--- config.mk ---
export PLATFORM = sky130hd
export DESIGN_NAME = clock_gate_ctrl
export DESIGN_NICKNAME = d
export VERILOG_FILES = /design/src/rtl/clock_gate_pkg.sv /design/src/rtl/clock_gate_cell.sv /design/src/rtl/clock_gate_ctrl.sv
export SDC_FILE = /design/constraint.sdc
export NUM_CORES = 1
export LEC_CHECK = 0
export ABC_AREA = 0
export CORE_MARGIN = 3
export CORE_UTILIZATION = 54
export CTS_BUF_LIST = sky130_fd_sc_hd__clkbuf_2 sky130_fd_sc_hd__clkbuf_4 sky130_fd_sc_hd__clkbuf_8
export CTS_CLUSTER_DIAMETER = 50
export DETAILED_ROUTE_END_ITERATION = 16
export PLACE_DENSITY = 0.77
export SLEW_MARGIN = 0
export SYNTH_ARGS = -nofsm -noshare
export SYNTH_HDL_FRONTEND = slang
export SYNTH_SLANG_ARGS = --single-unit
--- constraint.sdc ---
create_clock -name clk -period 2.3 [get_ports clk]
set_input_delay 0.69 -clock clk [delete_from_list [all_inputs] [get_ports clk]]
set_output_delay 0.69 -clock clk [all_outputs]
set_load 0.02 [all_outputs]
--- src/rtl/clock_gate_pkg.sv ---
// Shared types and defaults for the idle-driven clock gating controller.
// Channel state encoding plus default parameter values used by the top.
package clock_gate_pkg;

  localparam int STATE_W = 2;

  typedef enum logic [STATE_W-1:0] {
    ST_ON   = 2'd0,
    ST_OFF  = 2'd1,
    ST_WAKE = 2'd2
  } gate_state_t;

  localparam int DEF_NUM_CH      = 4;
  localparam int DEF_IDLE_W      = 8;
  localparam int DEF_WAKE_CYCLES = 2;

endpackage

--- src/rtl/clock_gate_cell.sv ---
// Glitch-free gate: enable latched during clk low, ANDed with clk.
// Zero-cycle path; an enable change only affects the next full high phase.
module clock_gate_cell (
  input  logic clk,
  input  logic en,
  output logic gated_clk
);

  logic en_lat;

  always_latch begin
    if (!clk) en_lat <= en;
  end

  assign gated_clk = clk & en_lat;

endmodule

--- src/rtl/clock_gate_ctrl.sv ---
// Per-channel idle counter / ON-OFF-WAKE FSM driving one gate cell each.
// clk_en and wake_ack are registered; WAKE runs WAKE_CYCLES edges before ack.
module clock_gate_ctrl
  import clock_gate_pkg::*;
#(
  parameter int NUM_CH      = DEF_NUM_CH,
  parameter int IDLE_W      = DEF_IDLE_W,
  parameter int WAKE_CYCLES = DEF_WAKE_CYCLES
) (
  input  logic              clk,
  input  logic              rst,
  input  logic [IDLE_W-1:0] i__idle_threshold,
  input  logic [NUM_CH-1:0] i__busy,
  input  logic [NUM_CH-1:0] i__force_on,
  input  logic [NUM_CH-1:0] i__wake_req,
  output logic [NUM_CH-1:0] o__wake_ack,
  output logic [NUM_CH-1:0] o__clk_en,
  output logic [NUM_CH-1:0] o__gated_clk
);

  localparam int WAKE_W = (WAKE_CYCLES > 1) ? $clog2(WAKE_CYCLES) : 1;
  localparam logic [WAKE_W-1:0] WAKE_LAST = WAKE_W'(WAKE_CYCLES - 1);
  localparam logic [IDLE_W-1:0] IDLE_MAX  = '1;

  logic [IDLE_W-1:0] thr_m1;
  logic              thr_on;

  // Gating fires on the idle cycle whose count already reached threshold-1.
  assign thr_m1 = i__idle_threshold - IDLE_W'(1);
  assign thr_on = |i__idle_threshold;

  for (genvar g = 0; g < NUM_CH; g++) begin : g_ch
    gate_state_t       state, state_n;
    logic [IDLE_W-1:0] idle_cnt, idle_cnt_n;
    logic [WAKE_W-1:0] wake_cnt, wake_cnt_n;
    logic              clk_en_q, ack_q, act;

    assign act = i__busy[g] | i__force_on[g] | i__wake_req[g];

    always_comb begin
      state_n    = state;
      idle_cnt_n = idle_cnt;
      wake_cnt_n = wake_cnt;
      case (state)
        ST_ON: begin
          if (act) begin
            idle_cnt_n = '0;
          end else if (thr_on && (idle_cnt >= thr_m1)) begin
            state_n    = ST_OFF;
            idle_cnt_n = '0;
          end else if (idle_cnt != IDLE_MAX) begin
            idle_cnt_n = idle_cnt + IDLE_W'(1);
          end
        end
        ST_OFF: begin
          idle_cnt_n = '0;
          if (act) begin
            state_n    = ST_WAKE;
            wake_cnt_n = '0;
          end
        end
        ST_WAKE: begin
          // Inputs are ignored here so a wake always runs to completion.
          wake_cnt_n = wake_cnt + WAKE_W'(1);
          if (wake_cnt == WAKE_LAST) begin
            state_n    = ST_ON;
            idle_cnt_n = '0;
          end
        end
        default: begin
          state_n    = ST_ON;
          idle_cnt_n = '0;
        end
      endcase
    end

    always_ff @(posedge clk or posedge rst) begin
      if (rst) begin
        state    <= ST_ON;
        idle_cnt <= '0;
        wake_cnt <= '0;
        clk_en_q <= 1'b1;
        ack_q    <= 1'b0;
      end else begin
        state    <= state_n;
        idle_cnt <= idle_cnt_n;
        wake_cnt <= wake_cnt_n;
        clk_en_q <= (state_n != ST_OFF);
        ack_q    <= (state_n == ST_ON) & i__wake_req[g];
      end
    end

    assign o__clk_en[g]   = clk_en_q;
    assign o__wake_ack[g] = ack_q;

    clock_gate_cell u_cell (
      .clk       (clk),
      .en        (clk_en_q),
      .gated_clk (o__gated_clk[g])
    );
  end

endmodule

==> load_flow_metrics.sql <==
INSERT INTO impl_metrics (metric_group, metric, value, unit) VALUES
('status', 'run_status', 'complete, but fails checks', ''),
('status', 'failed_checks', 'negative setup slack', ''),
('cts', 'path_clk_slew', '100', 'ps'),
('grt', 'antenna_found_initial', '0', ''),
('floorplan', 'die_height', '87.55', 'um'),
('yosys', 'netlist_instances', '403', ''),
('final_layout', 'layout.cell_area.non_filler', '5306', 'um^2'),
('grt', 'wire_length_of_the_first_global_routing_pass', '16.28', 'mm'),
('timing', 'count_of_final_hold_check_violations', '0', ''),
('yosys', 'ys.flop_type', 'sky130_fd_sc_hd__dfrtp_1', ''),
('critical_path', 'critPathSlowestCell', 'sky130_fd_sc_hd__or4_1', ''),
('yosys', 'synthesis.yosys.warnings', '0', ''),
('final_layout', 'layout_common_cells', 'sky130_fd_sc_hd__dfrtp_1 (48), sky130_fd_sc_hd__buf_4 (48), sky130_fd_sc_hd__nand2_1 (33)', ''),
('floorplan', 'die_x', '87.55', 'um'),
('critical_path', 'critPathLaunchType', 'primary input', ''),
('cts', 'cts_tree', 'done', ''),
('pwr', 'vdd.ir_drop.worst', '0.8187', 'mV'),
('timing', 'timing.final.crit_period', '2957', 'ps'),
('yosys', 'ys_seq_elements', '56', ''),
('critical_path', 'worstSetupEndpointType', 'flop', ''),
('floorplan', 'pin_count', '34', ''),
('timing', 'rsz0062_at_grt', 'yes', ''),
('critical_path', 'r2r-start', 'g_ch[1].idle_cnt[0]', ''),
('flow_run', 'drv_cap', '0', ''),
('final_layout', 'finalNetCount', '544', ''),
('floorplan', 'start_util', '0.5623', ''),
('critical_path', 'critPathArrivalTime', '3280', 'ps'),
('yosys', 'synthesis.nets', '450', ''),
('yosys', 'ys_types', '61', ''),
('route', 'wire_per_inst', '20.31', 'um'),
('timing', 'maxClockFrequency', '338.2', 'MHz'),
('critical_path', 'cell_chain_critical_path', 'clkdlybuf4s50_1, nor2_1, and3_1, xnor2_1, buf_4, a21o_1, or4_1, nand3_4, buf_6, o211ai_1, o311ai_2', ''),
('worst_hold_path', 'origin_of_the_worst_min_delay_path', 'g_ch[0].clk_en_q', ''),
('timing', 'slew_of_the_pin_with_the_lowest_slew_margin', '654.9', 'ps'),
('route', 'first_pass_iters', '8', ''),
('worst_hold_path', 'hp-class', 'flop to latch', ''),
('timing', 'final.period_utilization', '1.285', ''),
('route', 'routed_wl', '11.68', 'mm'),
('timing', 'report.final.setup_viol', '48', ''),
('cts', 'cts.hold.buffers_added', '0', ''),
('placement', 'placed_standard_cell_area', '4484', 'um^2'),
('timing', 'final_worst_setup_slack', '-656.5', 'ps'),
('timing', 'drv_slew', '0', ''),
('grt', 'grt_start_max_net_pins', '53', ''),
('route', 'viasPerCell', '6.440', ''),
('floorplan', 'design.die.area', '7664', 'um^2'),
('final_layout', 'diodes', '0', ''),
('placement', 'gpl.final_weighted_congestion', '0.8930', ''),
('critical_path', 'regToRegEndpoint', 'g_ch[1].idle_cnt[4]', ''),
('critical_path', 'crit_type', 'primary input to flop', ''),
('placement', 'detailedPlacementHpwl', '6.184', 'mm'),
('pwr', 'powerDensity', '528.4', 'nW/um^2'),
('yosys', 'post_synth_instance_area', '3591', 'um^2'),
('critical_path', 'crit_required', '2630', 'ps'),
('grt', 'vias_in_the_first_global_route', '3462', ''),
('grt', 'grt_use_total', '0.2720', ''),
('critical_path', 'maximum_single_stage_delay_on_the_critical_path', '540', 'ps'),
('cts', 'clock_insertion_delay_worst_skew', '420', 'ps'),
('timing', 'max-slew-margin-rel', '0.5618', ''),
('placement', 'detailedPlace.worstSlack', '-1483', 'ps'),
('grt', 'globalRouteOverflowTotal', '0', ''),
('route', 'dr_total_vias', '3703', ''),
('route', 'number_of_design_rule_violations_left_after_detail_routing', '0', ''),
('final_layout', 'share_of_layout_cells_above_drive_strength_1', '0.4116', ''),
('pwr', 'power.static_leakage', '2.299', 'nW'),
('yosys', 'synthesis.area_per_instance', '8.911', 'um^2'),
('final_layout', 'syn_to_final_growth', '47.77', '%'),
('floorplan', 'std_cell_rows', '29', ''),
('critical_path', 'rrSetupSlack', '-280', 'ps'),
('critical_path', 'worst-r2r-cell-count', '11', ''),
('worst_hold_path', 'min_delay_path_depth', '0', ''),
('floorplan', 'floorplan.core_area', '6386', 'um^2'),
('placement', 'port-buffer-count', '33', ''),
('critical_path', 'critical_path_peak_fanout', '5', ''),
('timing', 'final.setup_skew', '7.711', 'ps'),
('worst_hold_path', 'hold-path-endpoint', 'g_ch[0].u_cell.en_lat', ''),
('route', 'drtIter0Drc', '196', ''),
('yosys', 'async_reset_ff_frac', '0.9286', ''),
('yosys', 'edff_count_synth', '0', ''),
('route', 'final_antenna_net_count', '0', '');
[Yosys cell counts (all sizes together) (5+ instances only)]
master	instances	share of area
nor3	11	0.015
ha	25	0.087
a21oi	25	0.035
and3	10	0.017
nand2b	7	0.012
a31oi	11	0.019
and2	7	0.012
nor2	34	0.036
o21ai	13	0.018
o211ai	5	0.010
inv	27	0.028
or2	9	0.016
o311ai	7	0.017
clkbuf	5	0.0052
nand4	5	0.0087
o31ai	5	0.010
nand2	38	0.040
dfrtp	48	0.33
a21o	6	0.013
buf	16	0.034
or4	7	0.015
nand3	13	0.020
xnor2	5	0.012
maj3	5	0.014
[power by group]
part	leakage [nW]	switching (mW)	internal [mW]
logic	1.44	0.238	0.247
clock network	0.130	0.571	0.713
registers	0.730	0.0283	1.01
[metal layers]
metal  part of all wire  vias up  track usage
met5                  0        -            0
met4              0.047        0       0.1213
met1               0.39     1812       0.3455
met3              0.072       55      0.05362
met2               0.49      185       0.4493
li1                   -     1651            -
[worst max-delay path by stage]
stage / startpoint / to / slack (ps) / cells after the start
2_1_floorplan: i__idle_threshold[0] / g_ch[0].idle_cnt[4] / -780 / 13
3_3_place_gp: i__idle_threshold[0] / g_ch[0].idle_cnt[6] / -1410 / 14
3_5_place_dp: i__idle_threshold[0] / g_ch[0].idle_cnt[6] / -1480 / 14
4_1_cts: g_ch[1].u_cell.en_lat / o__gated_clk[1] / -620 / 2
5_1_grt: i__idle_threshold[0] / g_ch[0].idle_cnt[6] / -730 / 14
6_report: i__idle_threshold[5] / g_ch[2].idle_cnt[2] / -660 / 11
[worst max-delay path, delay by kind of cell]
| kind | cells | cell delay (ps) |
|---|---|---|
| buffers and inverters | 3 | 810 |
| xor gates and xnor gates | 1 | 190 |
| AOI/OAI and AO/OA | 3 | 450 |
| and+or+nand+nor | 4 | 1150 |
[cells by family (layout without fill, tap and decap cells)]
family                   after synthesis  after routing  share of synthesized area
AND/OR/NAND/NOR                      151            151                     0.2129
AO/OA/AOI/OAI                        107            107                     0.2087
flip-flops                            52             52                     0.3638
buffers and inverters                 48            143                    0.06760
adder cells (fa/ha/maj)               30             30                     0.1014
XOR/XNOR                               7              7                    0.01707
multiplexers                           4              4                    0.01185
latches                                4              4                    0.01673
[layout make-up]
cell class | instances | area (um^2)
timing repair buffer | 100 | 929.6
fill | 319 | 1080
sequential | 56 | 1369
multi-input combinational | 299 | 2595
clock buffer | 14 | 176.4
inverter | 27 | 105.1
tap | 77 | 96.34
clock inverter | 2 | 35.03
[through the flow]
stage                     setup TNS, ps  power (mW)  hold slack [ps]  instances  utilization
after floorplan                  -22000       1.556            442.9        403            -
after global placement           -52280       1.682            443.4        546       0.7022
after detailed placement         -54790       1.696            446.3        546       0.7022
after CTS                        -16070       2.678            473.5        567       0.7947
after global routing             -26070       2.905            479.0        575       0.8309
final                            -22790       2.804            474.4        575       0.8309
[repair_timing]
| item | CTS | global route |
|---|---|---|
| gates cloned | 1 | 0 |
| endpoints found under the hold margin | 0 | 0 |
| buffers inserted | 8 | 11 |
| pin swaps | 43 | 31 |
| resized for setup | 109 | 42 |
| setup endpoints to repair | 48 | 48 |
[flip-flops by register name, indices dropped and copies added, names as in the netlist]
signal,count
g_ch.wake_cnt,4
g_ch.ack_q,4
g_ch.idle_cnt,32
g_ch.state,8
g_ch.u_cell.en_lat,4
g_ch.clk_en_q,4
(Power assumes the default switching activity.)
